==> src/rtl/riscv_pkg.sv <==
// Shared RV32 definitions for the fetch pipeline.
// Fetch FSM states and the buffered fetch entry live here.
package riscv_pkg;

    localparam int              XLEN   = 32;
    localparam logic [XLEN-1:0] PC_INC = 32'd4;
    localparam logic [XLEN-1:0] NOP    = 32'h0000_0013;

    typedef enum logic [1:0] {
        BOOT,
        RUN,
        FLUSH
    } fetch_state_e;

    typedef struct packed {
        logic [XLEN-1:0] instr;
        logic [XLEN-1:0] pc;
    } fetch_entry_t;

endpackage

==> src/rtl/fetch_fifo.sv <==
// Small synchronous fetch buffer: push/pop/flush with occupancy count.
// A push into a full buffer is accepted when a pop happens on the same edge.
module fetch_fifo
    import riscv_pkg::*;
#(
    parameter int DEPTH = 2,
    parameter int CW    = $clog2(DEPTH + 1)
) (
    input  logic          clk,
    input  logic          rst,
    input  logic          push,
    input  fetch_entry_t  wdata,
    input  logic          pop,
    input  logic          flush,
    output fetch_entry_t  rdata,
    output logic [CW-1:0] count,
    output logic          full,
    output logic          empty
);

    localparam int            PW      = (DEPTH > 1) ? $clog2(DEPTH) : 1;
    localparam logic [PW-1:0] LAST    = PW'(DEPTH - 1);
    localparam logic [CW-1:0] DEPTH_C = CW'(DEPTH);

    fetch_entry_t  mem [DEPTH];
    logic [PW-1:0] wr_ptr;
    logic [PW-1:0] rd_ptr;
    logic          do_push;
    logic          do_pop;

    assign full    = (count == DEPTH_C);
    assign empty   = (count == '0);
    assign do_pop  = pop && !empty;
    assign do_push = push && (!full || do_pop);
    assign rdata   = mem[rd_ptr];

    function automatic logic [PW-1:0] wrap_inc(input logic [PW-1:0] p);
        return (p == LAST) ? '0 : p + PW'(1);
    endfunction

    always_ff @(posedge clk or negedge rst) begin
        if (!rst) begin
            wr_ptr <= '0;
            rd_ptr <= '0;
            count  <= '0;
            for (int i = 0; i < DEPTH; i++) begin
                mem[i] <= '0;
            end
        end else if (flush) begin
            wr_ptr <= '0;
            rd_ptr <= '0;
            count  <= '0;
        end else begin
            if (do_push) begin
                mem[wr_ptr] <= wdata;
                wr_ptr      <= wrap_inc(wr_ptr);
            end
            if (do_pop) begin
                rd_ptr <= wrap_inc(rd_ptr);
            end
            count <= count + CW'(do_push) - CW'(do_pop);
        end
    end

endmodule

==> src/rtl/instr_fetch_unit.sv <==
// IF stage producer: PC register, imem request issue, redirect flush, fetch buffer.
// Define FETCH_MISALIGN_CHECK_EN to add the sticky fetch_misalign output.
module instr_fetch_unit
    import riscv_pkg::*;
#(
    parameter logic [XLEN-1:0] RESET_PC   = 32'h0000_0000,
    parameter int              FIFO_DEPTH = 2
) (
    input  logic            clk,
    input  logic            rst,
    output logic            imem_req,
    output logic [XLEN-1:0] imem_addr,
    input  logic            imem_gnt,
    input  logic            imem_rvalid,
    input  logic [XLEN-1:0] imem_rdata,
    input  logic            redirect_valid,
    input  logic [XLEN-1:0] redirect_pc,
    input  logic            id_ready,
    output logic            fetch_valid,
    output logic [XLEN-1:0] instrCode,
    output logic [XLEN-1:0] PC,
    output logic [XLEN-1:0] PC_4
`ifdef FETCH_MISALIGN_CHECK_EN
    ,
    output logic            fetch_misalign
`endif
);

    localparam int          CW      = $clog2(FIFO_DEPTH + 1);
    localparam int          SW      = $clog2(4 * FIFO_DEPTH + 1);
    localparam logic [CW:0] DEPTH_W = FIFO_DEPTH[CW:0];

    fetch_state_e    state;
    logic [XLEN-1:0] fetch_pc;
    logic [XLEN-1:0] resp_pc;
    logic [XLEN-1:0] target;
    logic [CW-1:0]   outstanding;
    logic [CW-1:0]   fifo_count;
    logic [SW-1:0]   stale;
    logic [SW-1:0]   stale_next;
    logic            redirect_take;
    logic            gnt_fire;
    logic            rsp_stale;
    logic            rsp_live;
    logic            rsp_fire;
    logic            push;
    logic            pop;
    logic            halted;
    logic            fifo_empty;
    logic            fifo_full_unused;
    fetch_entry_t    head;
    fetch_entry_t    push_entry;

    assign target = {redirect_pc[XLEN-1:2], 2'b00};

`ifdef FETCH_MISALIGN_CHECK_EN
    logic misalign;

    always_ff @(posedge clk or negedge rst) begin
        if (!rst) begin
            misalign <= 1'b0;
        end else if (redirect_take) begin
            misalign <= |redirect_pc[1:0];
        end
    end

    assign fetch_misalign = misalign;
    assign halted         = misalign;
`else
    logic unused_low_bits;
    assign unused_low_bits = ^redirect_pc[1:0];
    assign halted          = 1'b0;
`endif

    assign redirect_take = redirect_valid && (state != BOOT);
    assign gnt_fire      = imem_req && imem_gnt;

    // A response with nothing in flight is a leftover from before reset.
    assign rsp_stale = imem_rvalid && (stale != '0);
    assign rsp_live  = imem_rvalid && (stale == '0) && (outstanding != '0);
    assign rsp_fire  = rsp_stale || rsp_live;

    assign fetch_valid = !fifo_empty;
    assign pop         = fetch_valid && id_ready && !redirect_take;
    assign push        = rsp_live && !redirect_take;

    // A slot freed by this cycle's pop can be refilled by this cycle's grant.
    assign imem_req  = (state != BOOT) && !halted &&
                       (({1'b0, outstanding} + {1'b0, fifo_count}
                         - {{CW{1'b0}}, pop}) < DEPTH_W);
    assign imem_addr = fetch_pc;

    assign push_entry = '{instr: imem_rdata, pc: resp_pc};

    always_comb begin
        stale_next = stale;
        if (redirect_take) begin
            stale_next = stale + SW'(outstanding) + SW'(gnt_fire)
                       - SW'(rsp_fire);
        end else if (rsp_stale) begin
            stale_next = stale - SW'(1);
        end
    end

    always_ff @(posedge clk or negedge rst) begin
        if (!rst) begin
            state       <= BOOT;
            fetch_pc    <= RESET_PC;
            resp_pc     <= RESET_PC;
            outstanding <= '0;
            stale       <= '0;
        end else begin
            stale <= stale_next;
            unique case (state)
                BOOT:    state <= RUN;
                RUN:     if (redirect_take && stale_next != '0) state <= FLUSH;
                FLUSH:   if (stale_next == '0) state <= RUN;
                default: state <= BOOT;
            endcase
            if (redirect_take) begin
                fetch_pc    <= target;
                resp_pc     <= target;
                outstanding <= '0;
            end else begin
                if (gnt_fire) begin
                    fetch_pc <= fetch_pc + PC_INC;
                end
                if (rsp_live) begin
                    resp_pc <= resp_pc + PC_INC;
                end
                outstanding <= outstanding + CW'(gnt_fire) - CW'(rsp_live);
            end
        end
    end

    fetch_fifo #(
        .DEPTH (FIFO_DEPTH),
        .CW    (CW)
    ) u_fifo (
        .clk   (clk),
        .rst   (rst),
        .push  (push),
        .wdata (push_entry),
        .pop   (pop),
        .flush (redirect_take),
        .rdata (head),
        .count (fifo_count),
        .full  (fifo_full_unused),
        .empty (fifo_empty)
    );

    assign instrCode = fetch_valid ? head.instr : '0;
    assign PC        = fetch_valid ? head.pc : '0;
    assign PC_4      = fetch_valid ? head.pc + PC_INC : '0;

endmodule

==> config.mk <==
export PLATFORM = sky130hd
export DESIGN_NAME = instr_fetch_unit
export DESIGN_NICKNAME = d
export VERILOG_FILES = /design/src/rtl/riscv_pkg.sv /design/src/rtl/fetch_fifo.sv /design/src/rtl/instr_fetch_unit.sv
export SDC_FILE = /design/constraint.sdc
export NUM_CORES = 1
export LEC_CHECK = 0
export ABC_AREA = 1
export CAP_MARGIN = 20
export CORE_ASPECT_RATIO = 0.8
export CORE_MARGIN = 8
export CORE_UTILIZATION = 50
export CTS_BUF_LIST = sky130_fd_sc_hd__clkbuf_8
export DETAILED_ROUTE_END_ITERATION = 10
export GPL_ROUTABILITY_DRIVEN = 0
export PLACE_DENSITY = 0.74
export SKIP_CTS_REPAIR_TIMING = 1
export SYNTH_ARGS = -nofsm -noshare
export SYNTH_HDL_FRONTEND = slang
export SYNTH_SLANG_ARGS = --single-unit
==> constraint.sdc <==
create_clock -name clk -period 7.6 [get_ports clk]
set_clock_uncertainty 0.2 [all_clocks]
set_input_delay 2.28 -clock clk [delete_from_list [all_inputs] [get_ports clk]]
set_output_delay 2.28 -clock clk [all_outputs]
set_load 0.005 [all_outputs]
==> impl_metrics.ini <==
[timing]
hold_viol = 0
grt_setup_unrepaired = false
finalMaxSlewViolations = 0
tightest_slew_ns = 0.918
setup_viol = 0
setup_ws_ns = 0.256
layout_min_cycle_time_ns = 7.34
max_slew_margin_pct = 38.8
tns_ns = 0
max_freq_mhz = 136
final_min_period_over_clock_period_pct = 96.6

[worst_setup_path]
worstPathBufferInverterCount = 2
r2r_slack_ns = 3.30
r2r.worst_path.cells = 21
crit_required_ns = 5.12
worstReg2RegEnd = state[1]
path_delay_family = buffers and inverters
critical_path_cell_sequence = clkdlybuf4s50_1, nand2_1, nor2_1, ha_1, or2_2, fa_1, xor2_1, and3_1, clkdlybuf4s50_1
critical_path.endpoint_type = primary output
crit-reg2reg-launch = u_fifo.count[1]
critical_path_peak_fanout = 4
worst_ep_arrival_time_ns = 4.86
critical_path.max_stage_delay_ns = 0.52
crit_path_top_delay_cell = clkdlybuf4s50_1
critical_path.most_common_cell = clkdlybuf4s50_1
path_class = primary input to primary output
timing.critical_path.from_type = primary input

[placed_design]
dpl_cell_area_mm2 = 0.0139
detailedPlace.worstSlack_ns = 0.270
buffers_on_ports = 191
dp.final_hpwl_mm = 25.4

[synthesis]
compound_gate_fraction_of_synth_area_pct = 11.7
yosys-top-cells-count = nand2_1 (651), nor2_1 (255), dfrtp_1 (196), inv_1 (175), o21ai_0 (104)
netlist_area_mm2 = 0.0119
synth_adder_area_share_pct = 2.09
synthDistinctLibCells = 40
synth_seq_cells = 196
yosys.cell_count.top_type = nand2_1
yosys.area_share.xor_xnor_pct = 2.07
netlist.top_cell.by_area = dfrtp_1
post_synth_main_area_contributors = dfrtp_1 (41%), nand2_1 (21%), nor2_1 (8.1%), inv_1 (5.5%), o21ai_0 (4.4%)
synth_warn = 0
synth.avg_cell_area_um2 = 6.70
synth_simple_gate_area_share_pct = 33.8
yosys.area.top_type_share_pct = 41.4
dominant_combinational_cell_family_by_area_after_synthesis = simple AND/OR/NAND/NOR gates
muxShareOfSynthArea_pct = 0.0844
synthArstFlopShare_pct = 100
syn-instance-count = 1770
seq_area_frac_synth_pct = 41.4
dominantRegCellSynth = dfrtp_1
edff_count_synth = 0

[run]
max_cap_viol_count = 0

[global_routing]
global_route.usage.total_pct = 23.5
grt.overflow.total = 0
first_global_vias = 10800
grt_antenna_before_repair = 0
grt_start_max_net_pins = 125
global_route_wire_length_before_repair_mm = 56.2

[clock_tree]
htreeDepth = 4
cts_tree = built
cts-buffers-inserted = 17
clock_insertion_delay_worst_skew_ns = 0.49
clk_root_buffer_cell = clkbuf_8
path_clk_slew_ns = 0.10
ctsLongestPathBuffers = 2
number_of_clock_sinks_seen_by_cts = 196

[drt]
antenna_violating_nets_post_route = 0
post-route-drc-count = 0
detailedRoute.firstIterationViolations = 1228
first_pass_iters = 5
drt-wirelength-per-cell_um = 15.4
viasPerCell = 5.20
routed_wl_mm = 34.6
route.vias.total = 11700

[cells_and_area]
area.growth.synth_to_final_pct = 21.2
design.final.nets = 2011
antenna_cells_inserted = 0
layout-drive-gt1-share_pct = 3.20
nFillCells = 2189
post-route-cell-area_mm2 = 0.0144

[floorplanning]
area_of_the_die_mm2 = 0.0289
design.portCount = 200
core-area_mm2 = 0.0233
die-height_um = 154
die_w_um = 188
effective_utilization_at_floorplan_pct = 50.8
number_of_rows_created_at_floorplan = 50

[power_and_ir_drop]
power_switching_uw = 2130
seqPwrFrac_pct = 35.8
max-vdd-ir-drop_mv = 0.173
power.internal_uw = 2530
pwr-share-comb_pct = 48.8
powerDensity_mw_per_mm2 = 324
leakagePower_uw = 0.00655
relative_contribution_of_the_clock_network_to_total_power_pct = 15.4
switching_share_pct = 45.7

[min_path]
hold_critical_path_depth = 2
path_class_of_the_lowest_slack_min_delay_path = flop to flop
worstHoldStart = u_fifo.mem[36]
hold_path_end = u_fifo.mem[36]

[status]
status = finished, final reports clean
layout make-up:
cell class                      count  area, um^2  area share, %
Clock buffer                       18         248           1.72
Timing Repair Buffer              205        2040           14.2
Clock inverter                     14         184           1.28
Sequential cell                   196        4910           34.1
Multi-Input combinational cell   1326        5930           41.3
Inverter                          177         666           4.63
Tap cell                          312         390           2.72
cell families (layout without fill, tap and decap cells):
kind of cell	after synthesis	after routing
xor gates and xnor gates	28	28
buffers and inverters	253	414
DFF	196	196
and+or+nand+nor	1011	1011
muxes	1	1
AOI/OAI and AO/OA	262	262
adders and majority gates	18	18
other	1	6
layer usage:
layer | global-route usage (%) | routed length, um | vias to the layer above
met4 | 4.49 | 456 | 0
met3 | 5.81 | 2950 | 33
met1 | 33.4 | 15900 | 5404
li1 | - | - | 5828
met2 | 36.0 | 15300 | 428
met5 | 0 | 0 | -
registers in the layout, indices dropped and copies added, names as in the netlist:
| name | count |
|---|---|
| u_fifo.mem | 124 |
| imem_addr | 30 |
| u_fifo.rd_ptr | 1 |
| u_fifo.wr_ptr | 1 |
| resp_pc | 30 |
| state | 2 |
| u_fifo.count | 2 |
| outstanding | 2 |
| stale | 4 |
power by group through the flow:
stage          Clock [uW]  Combinational, uW  Sequential (uW)
4_1_cts               732               2280             1660
2_1_floorplan           0               1460             1600
5_1_grt               768               2580             1710
3_5_place_dp            0               2270             1680
6_report              720               2270             1670
3_3_place_gp            0               2210             1670
layout by cell type, fill, tap and decap left out, drive strengths merged, types with 2 or more instances in the layout:
| master | n |
|---|---|
| o221ai | 3 |
| o21bai | 2 |
| nor3 | 6 |
| a21oi | 77 |
| nand3b | 14 |
| o21ai | 155 |
| conb | 6 |
| xor2 | 25 |
| nand3 | 67 |
| inv | 181 |
| clkinv | 9 |
| o211ai | 5 |
| buf | 14 |
| xnor2 | 3 |
| a31oi | 14 |
| ha | 15 |
| clkdlybuf4s50 | 190 |
| fa | 3 |
| o31ai | 3 |
| clkbuf | 19 |
| nand4 | 11 |
| nand2 | 654 |
| or2 | 2 |
| dfrtp | 196 |
| nor2 | 256 |
per-stage QoR:
stage	hold WS, ns	power [uW]	std cells	utilization (%)
final	0.290	4660	2248	61.6
after floorplan	0.253	3060	1775	-
after global placement	0.265	3880	2215	59.6
after CTS	0.296	4670	2247	61.5
after global routing	0.312	5060	2248	61.6
after detailed placement	0.268	3940	2215	59.6
how the worst max path moves through the flow:
stage | slack, ns | start | cells after the start | to
finish | 0.26 | id_ready | 9 | imem_req
global route | 0.13 | id_ready | 9 | imem_req
CTS | 0.26 | id_ready | 9 | imem_req
detailed placement | 0.27 | id_ready | 9 | imem_req
global placement | 0.28 | id_ready | 9 | imem_req
floorplan | 0.76 | redirect_valid | 10 | imem_req
worst min-delay path: stages, from the launching register on:
cell	delay [ns]
dfrtp_1	0.36
nand2_1	0.05
o21ai_0	0.05
(Power assumes the default switching activity.)
